### src/rtl/univ_shift_reg_n.sv
// univ_shift_reg_n: parametrised universal shift register with eight per-edge
// modes (hold, shift up/down, load, rotate up/down, arithmetic shift, clear)
// plus a counted burst engine that repeats one shift/rotate mode for a
// programmed number of enabled steps behind a start/busy/done handshake.
module univ_shift_reg_n #(
    parameter int WIDTH = 8,
    parameter int CNT_W = 4
) (
    input  logic             clk,
    input  logic             rst,
    input  logic             en,
    input  logic [2:0]       mode,
    input  logic             sin_lo,
    input  logic             sin_hi,
    input  logic [WIDTH-1:0] pin,
    input  logic             start,
    input  logic [CNT_W-1:0] burst_len,
    output logic [WIDTH-1:0] q,
    output logic             sout_lo,
    output logic             sout_hi,
    output logic             busy,
    output logic             done
);

    localparam logic [2:0] M_HOLD  = 3'b000;
    localparam logic [2:0] M_SHUP  = 3'b001;
    localparam logic [2:0] M_SHDN  = 3'b010;
    localparam logic [2:0] M_LOAD  = 3'b011;
    localparam logic [2:0] M_ROTUP = 3'b100;
    localparam logic [2:0] M_ROTDN = 3'b101;
    localparam logic [2:0] M_ASR   = 3'b110;
    localparam logic [2:0] M_CLR   = 3'b111;

    typedef enum logic {IDLE, RUN} state_t;

    state_t           state_q;
    logic [WIDTH-1:0] data_q;
    logic [CNT_W-1:0] cnt_q;
    logic [2:0]       bmode_q;
    logic             busy_q;
    logic             done_q;

    logic [2:0]       sel_mode;
    logic [WIDTH-1:0] data_d;
    logic             shift_mode;
    logic             start_ok;

    // In RUN the latched burst mode drives the datapath; live mode is ignored.
    assign sel_mode = (state_q == RUN) ? bmode_q : mode;

    // Only shift/rotate modes may be bursted; load, hold and clear cannot.
    always_comb begin
        shift_mode = 1'b0;
        case (mode)
            M_SHUP, M_SHDN, M_ROTUP, M_ROTDN, M_ASR: shift_mode = 1'b1;
            default:                                shift_mode = 1'b0;
        endcase
    end

    assign start_ok = start && shift_mode && (burst_len != '0);

    // Next register value for one step of the selected mode.
    always_comb begin
        data_d = data_q;
        case (sel_mode)
            M_HOLD:  data_d = data_q;
            M_SHUP:  data_d = {data_q[WIDTH-2:0], sin_lo};
            M_SHDN:  data_d = {sin_hi, data_q[WIDTH-1:1]};
            M_LOAD:  data_d = pin;
            M_ROTUP: data_d = {data_q[WIDTH-2:0], data_q[WIDTH-1]};
            M_ROTDN: data_d = {data_q[0], data_q[WIDTH-1:1]};
            M_ASR:   data_d = {data_q[WIDTH-1], data_q[WIDTH-1:1]};
            M_CLR:   data_d = '0;
            default: data_d = data_q;
        endcase
    end

    // Burst FSM and register update; busy/done are registered with the state.
    always_ff @(posedge clk) begin
        if (rst) begin
            state_q <= IDLE;
            data_q  <= '0;
            cnt_q   <= '0;
            bmode_q <= M_HOLD;
            busy_q  <= 1'b0;
            done_q  <= 1'b0;
        end else begin
            done_q <= 1'b0;
            case (state_q)
                IDLE: begin
                    if (start_ok) begin
                        // Acceptance cycle: q holds even with en high.
                        bmode_q <= mode;
                        cnt_q   <= burst_len;
                        busy_q  <= 1'b1;
                        state_q <= RUN;
                    end else if (en) begin
                        data_q <= data_d;
                    end
                end
                RUN: begin
                    if (en) begin
                        data_q <= data_d;
                        cnt_q  <= cnt_q - CNT_W'(1);
                        if (cnt_q == CNT_W'(1)) begin
                            state_q <= IDLE;
                            busy_q  <= 1'b0;
                            done_q  <= 1'b1;
                        end
                    end
                end
                default: begin
                    state_q <= IDLE;
                    busy_q  <= 1'b0;
                end
            endcase
        end
    end

    assign q       = data_q;
    assign sout_lo = data_q[0];
    assign sout_hi = data_q[WIDTH-1];
    assign busy    = busy_q;
    assign done    = done_q;

endmodule

### config.mk
export PLATFORM = sky130hd
export DESIGN_NAME = univ_shift_reg_n
export DESIGN_NICKNAME = d
export VERILOG_FILES = /design/src/rtl/univ_shift_reg_n.sv
export SDC_FILE = /design/constraint.sdc
export NUM_CORES = 1
export LEC_CHECK = 0
export ABC_AREA = 1
export CORE_AREA = 10 10 80 55
export DETAILED_ROUTE_END_ITERATION = 12
export DIE_AREA = 0 0 90 65
export PLACE_DENSITY = 0.73
export SLEW_MARGIN = 20
export SYNTH_ARGS = -nofsm -noshare
export SYNTH_HDL_FRONTEND = slang
export SYNTH_SLANG_ARGS = --single-unit
export TNS_END_PERCENT = 10
### constraint.sdc
create_clock -name clk -period 1.54 [get_ports clk]
set_clock_uncertainty 0.15 [all_clocks]
set_input_delay 0.462 -clock clk [delete_from_list [all_inputs] [get_ports clk]]
set_output_delay 0.462 -clock clk [all_outputs]
set_load 0.01 [all_outputs]
Yosys cells after proc, flatten, opt, wreduce, memory -nomap -nowiden. Index checks and enable logic that the tools add are counted.

Register bits: 18. Output and inout bits: 12. Word-level logic and storage cells: 53.

Add/sub/neg operators: 1. Equal/unequal tests: 17. Mux-type cells: 18. Bitwise logic cells: 2. Reduce and logical (&&, ||, !) cells: 9.

Operators with widths (number): 8-bit one-hot mux with 8 select lines (1); 3-bit equality test, second input constant (7); 8-bit 2-to-1 mux (2); 8-bit one-hot mux with 2 select lines (1); 3-bit by 2-bit equality test with 1-bit output, second input constant (3); 1-bit 2-to-1 mux (8); 4-bit 2-to-1 mux (2); 4-bit one-hot mux with 2 select lines (1); 3-bit by 1-bit equality test with 1-bit output, second input constant (2); 2-bit != test, second input constant (3); 5-bit OR reduction (1); 4-bit by 1-bit equality test with 1-bit output, second input constant (1); 1-bit one-hot mux with 2 select lines (2); 2-bit AND reduction (2); 4-bit nonzero test (1); 4-bit by 1-bit subtractor with 4-bit output, second input constant (1); 3-bit zero test (1); 3-bit 2-to-1 mux (1); 3-bit AND reduction (1); 3-bit OR reduction (1); 1-bit logical AND (2); 2-bit by 1-bit != test with 1-bit output, second input constant (1); 1-bit NOT (2).

Depth between registers and ports, before layout.
Depth after elaboration: 7. Mapped depth: 11. Gate-level depth less buffers: 10.

Least setup slack after synthesis. Ideal clock, no wire load.

Path kind: in2reg. Start: in mode[1]. End: reg data_q[5], in the netlist q[5]. Arrival time: 1.250 ns. Slack: 0.024 ns. Stages on the path: 9. Path buffers: 0. Path through: inv_1 -> nand2_1 -> nand2_4 -> nand2_1 -> nand2_2 -> inv_1 -> nor2_1 -> nor3_1 -> nor2_1.

Cells in the longest elaborated chain, start to end: 6.

RTL lines: from (decl) (line 12) `input logic [2:0] mode,`; 3-bit 2-to-1 mux, or another cell as far along (line 49) `assign sel_mode = (state_q == RUN) ? bmode_q : mode;`; 3-bit equality test, or another cell as far along (line 65) `case (sel_mode)`; 8-bit one-hot mux with 8 select lines / 1-bit 2-to-1 mux (equally long branches) (line 65, 54); 8-bit 2-to-1 mux / 1-bit logical AND (equally long branches) (line 97, 102, 60); 8-bit 2-to-1 mux / 1-bit logical AND (equally long branches) (line 91, 60); 8-bit one-hot mux with 2 select lines / 2-bit != test (equally long branches); to (signal assigned) (line 98) `data_q <= data_d;`; to (signal assigned) (line 103) `data_q <= data_d;`; to (decl) (line 37) `logic [WIDTH-1:0] data_q;`.

Several ways; a longest one is shown, not always the timed one. The select of a mux whose other input is x is not followed. A chain may end at the register's enable or synchronous reset.

Final worst setup path.
Start: reg state_q. End: reg data_q[5], in the netlist q[5].

Cells in the longest elaborated chain, start to end: 6.

RTL lines: from (decl) (line 36) `state_t state_q;`; from (signal assigned) (line 81) `state_q <= IDLE;`; from (signal assigned) (line 96) `state_q <= RUN;`; from (signal assigned) (line 106) `state_q <= IDLE;`; 3-bit 2-to-1 mux (line 49); 3-bit equality test, or another cell as far along (line 65); 8-bit one-hot mux with 8 select lines (line 65); 8-bit 2-to-1 mux (line 97, 102); 8-bit 2-to-1 mux (line 91) `if (start_ok) begin`; 8-bit one-hot mux with 2 select lines (line 89) `case (state_q)`.

Several ways; a longest one is shown, not always the timed one. The select of a mux whose other input is x is not followed.

==> impl_metrics.yaml <==
sta:
  hold_viol: 0
  rsz0062_at_grt: "yes"
  finalWorstSetupSlack_ns: -0.0156
  max_freq_ghz: 0.643
  tightest_slew_ns: 0.290
  slew_headroom_pct: 80.5
  setup_viol: 5
  period_share_pct: 101
  drv_slew: 0
  period_minus_slack_ns: 1.56
yosys:
  ys_seq_area_share_pct: 29.7
  synth_warnings: 0
  synth-simple-area-share_pct: 37.2
  syn-num-nets: 208
  synth_compound_area_share_pct: 18.8
  syn_inst: 185
  synthMuxAreaShare_pct: 0
  synth_cell_type_count: 26
  postSynthAreaPerCell_um2: 6.56
  synth-adder-area-share_pct: 2.06
  synth_xor_xnor_area_share_pct: 0.722
  ys_seq_elements: 18
  synth_area_um2: 1210
  synth_top_family_by_area: "simple AND/OR/NAND/NOR gates"
setup_path:
  critPathLaunchType: "register"
  crit-reg2reg-launch: "state_q$_SDFF_PP0_"
  worstSetupPathType: "reg2reg"
  cp.required_ns: 1.55
  end_kind: "register"
  crit_fanout: 7
  worstRegToRegCells: 9
  r2r_setup_slack_ns: -0.02
  r2r-end: "q[5]$_SDFFE_PP0P_"
  arrival_ns: 1.56
die:
  rows: 16
  coreArea_um2: 3020
  initial_core_util_pct: 40.1
  dieArea_um2: 5850
  die_h_um: 65
  ios: 33
  die_w_um: 90
clocking:
  cts.clk_slew.worst_paths_ns: 0.07
  tritoncts: "built"
  cts_htree_levels: 1
  cts_root_buf: "clkbuf_8"
  numCtsBuffers: 3
  ctsHoldBuffers: 0
  cts_sinks: 18
  clockBufferDepth: 2
  clkLatencyLatePin_ns: 0.26
drt:
  vias: 1434
  drt-initial-drc-count: 83
  routed_wl_um: 4100
  final_antenna_net_count: 0
  wl_per_cell_um: 13.7
  route.detailed.drc: 0
  firstDrtPassIters: 4
  via_per_inst: 4.81
worst_hold_path:
  hp-class: "reg2reg"
  whs_path_depth: 2
  hp-start: "busy$_SDFFE_PP0P_"
  hold_path_end: "busy$_SDFFE_PP0P_"
place:
  post-dp-hpwl_um: 2680
  port_buffers: 32
  place_ws_ns: -0.592
  dpl_cell_area_um2: 1800
  dp.cells: 289
  gp_congestion: 0.820
cells_and_area:
  diodes: 0
  final_design_area_no_fill_um2: 2000
  fill_cells: 240
  finalNonFillerCells: 298
  drive_gt1_share_pct: 42.7
  finish.utilization_pct: 66.0
  fin_nets: 277
  syn_to_final_growth_pct: 64.4
run_status:
  violations: "negative setup slack"
  status: "complete, but fails checks"
power:
  vdd_drop_max_v: 0.000446
  p_per_area_nw_per_um2: 825
  power.static_leakage_nw: 0.940
flow_run:
  maxCapViolations: 0
grt:
  grt_pass1_wl_um: 5790
  grt.total_usage_pct: 11.6
  antenna_found_initial: 0
  grt_pass1_vias: 1271
  overflow: 0
  grt_max_degree: 11
==> cell usage after synthesis (all sizes together) <==
| master | count | area (um2) |
|---|---|---|
| dfxtp | 18 | 360 |
| xor2 | 1 | 8.76 |
| nand3 | 9 | 75.1 |
| nand2 | 58 | 258 |
| buf | 5 | 48.8 |
| nor3 | 1 | 5.00 |
| nand4 | 1 | 6.26 |
| nor3b | 1 | 7.51 |
| clkbuf | 1 | 5.00 |
| nor2 | 24 | 100 |
| o21ai | 28 | 144 |
| inv | 23 | 86.3 |
| ha | 2 | 25.0 |
| a21oi | 12 | 71.3 |
| o211ai | 1 | 12.5 |
==> per-layer routing <==
metal  share of wire (%)  global-route usage, %
met4                 1.5                   3.56
met3                 6.1                   4.25
met1                  45                   14.5
met2                  47                   18.3
met5                   0                      0
==> how the worst max path moves through the flow <==
stage / cells after the start / to / from
2_1_floorplan: 9 / q[5]$_SDFFE_PP0P_ / mode[1]
3_3_place_gp: 9 / q[7]$_SDFFE_PP0P_ / mode[1]
3_5_place_dp: 9 / q[7]$_SDFFE_PP0P_ / mode[1]
4_1_cts: 10 / q[5]$_SDFFE_PP0P_ / burst_len[3]
5_1_grt: 11 / q[0]$_SDFFE_PP0P_ / burst_len[2]
6_report: 9 / q[5]$_SDFFE_PP0P_ / state_q$_SDFF_PP0_
==> sequential cells by signal (all words and copies together) (netlist names) <==
name     flops
busy         1
bmode_q      3
state_q      1
q            8
cnt_q        4
done         1
==> through the flow <==
stage                     hold slack, ns  total power, W  TNS, ns
after global placement             0.308         0.00114    -7.79
after global routing               0.340         0.00174   -0.603
after detailed placement           0.305         0.00115    -8.08
final                              0.310         0.00165  -0.0567
after CTS                          0.312         0.00155   -0.119
after floorplan                    0.308        0.000876        0
==> logic make-up after synthesis <==
family / Yosys count
simple gates: 94
flops: 18
compound gates: 41
xor+xnor: 1
buf+inv: 29
fa+ha+maj: 2
==> placed cells by master (no fill, tap or decap), drive strengths merged <==
cell	n
nand3	9
o211ai	1
nor3	1
nor2	24
dfxtp	18
clkdlybuf4s15	2
clkbuf	14
buf	37
xor2	1
nor3b	1
dlymetal6s2s	1
dlygate4sd2	8
clkinv	1
clkdlybuf4s50	11
nand2	58
nand4	1
inv	23
ha	2
o21ai	28
a21oi	12
==> area by class of cell <==
| type | instances | area, um2 | area share (%) |
|---|---|---|---|
| clock buffer | 4 | 55.1 | 2.76 |
| inverter | 23 | 96.3 | 4.83 |
| multi-input combinational | 138 | 846 | 42.4 |
| sequential | 18 | 365 | 18.3 |
| tap | 45 | 56.3 | 2.82 |
| timing repair buffer | 69 | 572 | 28.7 |
| timing repair inverter | 1 | 5.00 | 0.251 |
==> repair_timing <==
action,4_1_cts,5_1_grt
hold endpoints to repair,0,0
setup buffers,2,2
cloned,0,1
gates resized for setup,42,57
pin swaps,12,30
setup endpoints to repair,27,20
==> worst max-delay path, cell delays in order, from the launching register on <==
cell and delay (ns):
dfxtp_4 0.37, inv_4 0.11, nand2_2 0.09, a21oi_2 0.13, nand2_2 0.10, nand3_4 0.13
inv_6 0.06, buf_4 0.15, o21ai_2 0.11, nor2_1 0.06
==> where the power goes <==
group	switching, W	total (W)	internal (W)
registers	0.0000368	0.000551	0.000514
clock network	0.000169	0.000397	0.000228
logic	0.000381	0.000699	0.000318
No activity file was read; power rests on OpenSTA's default activity.
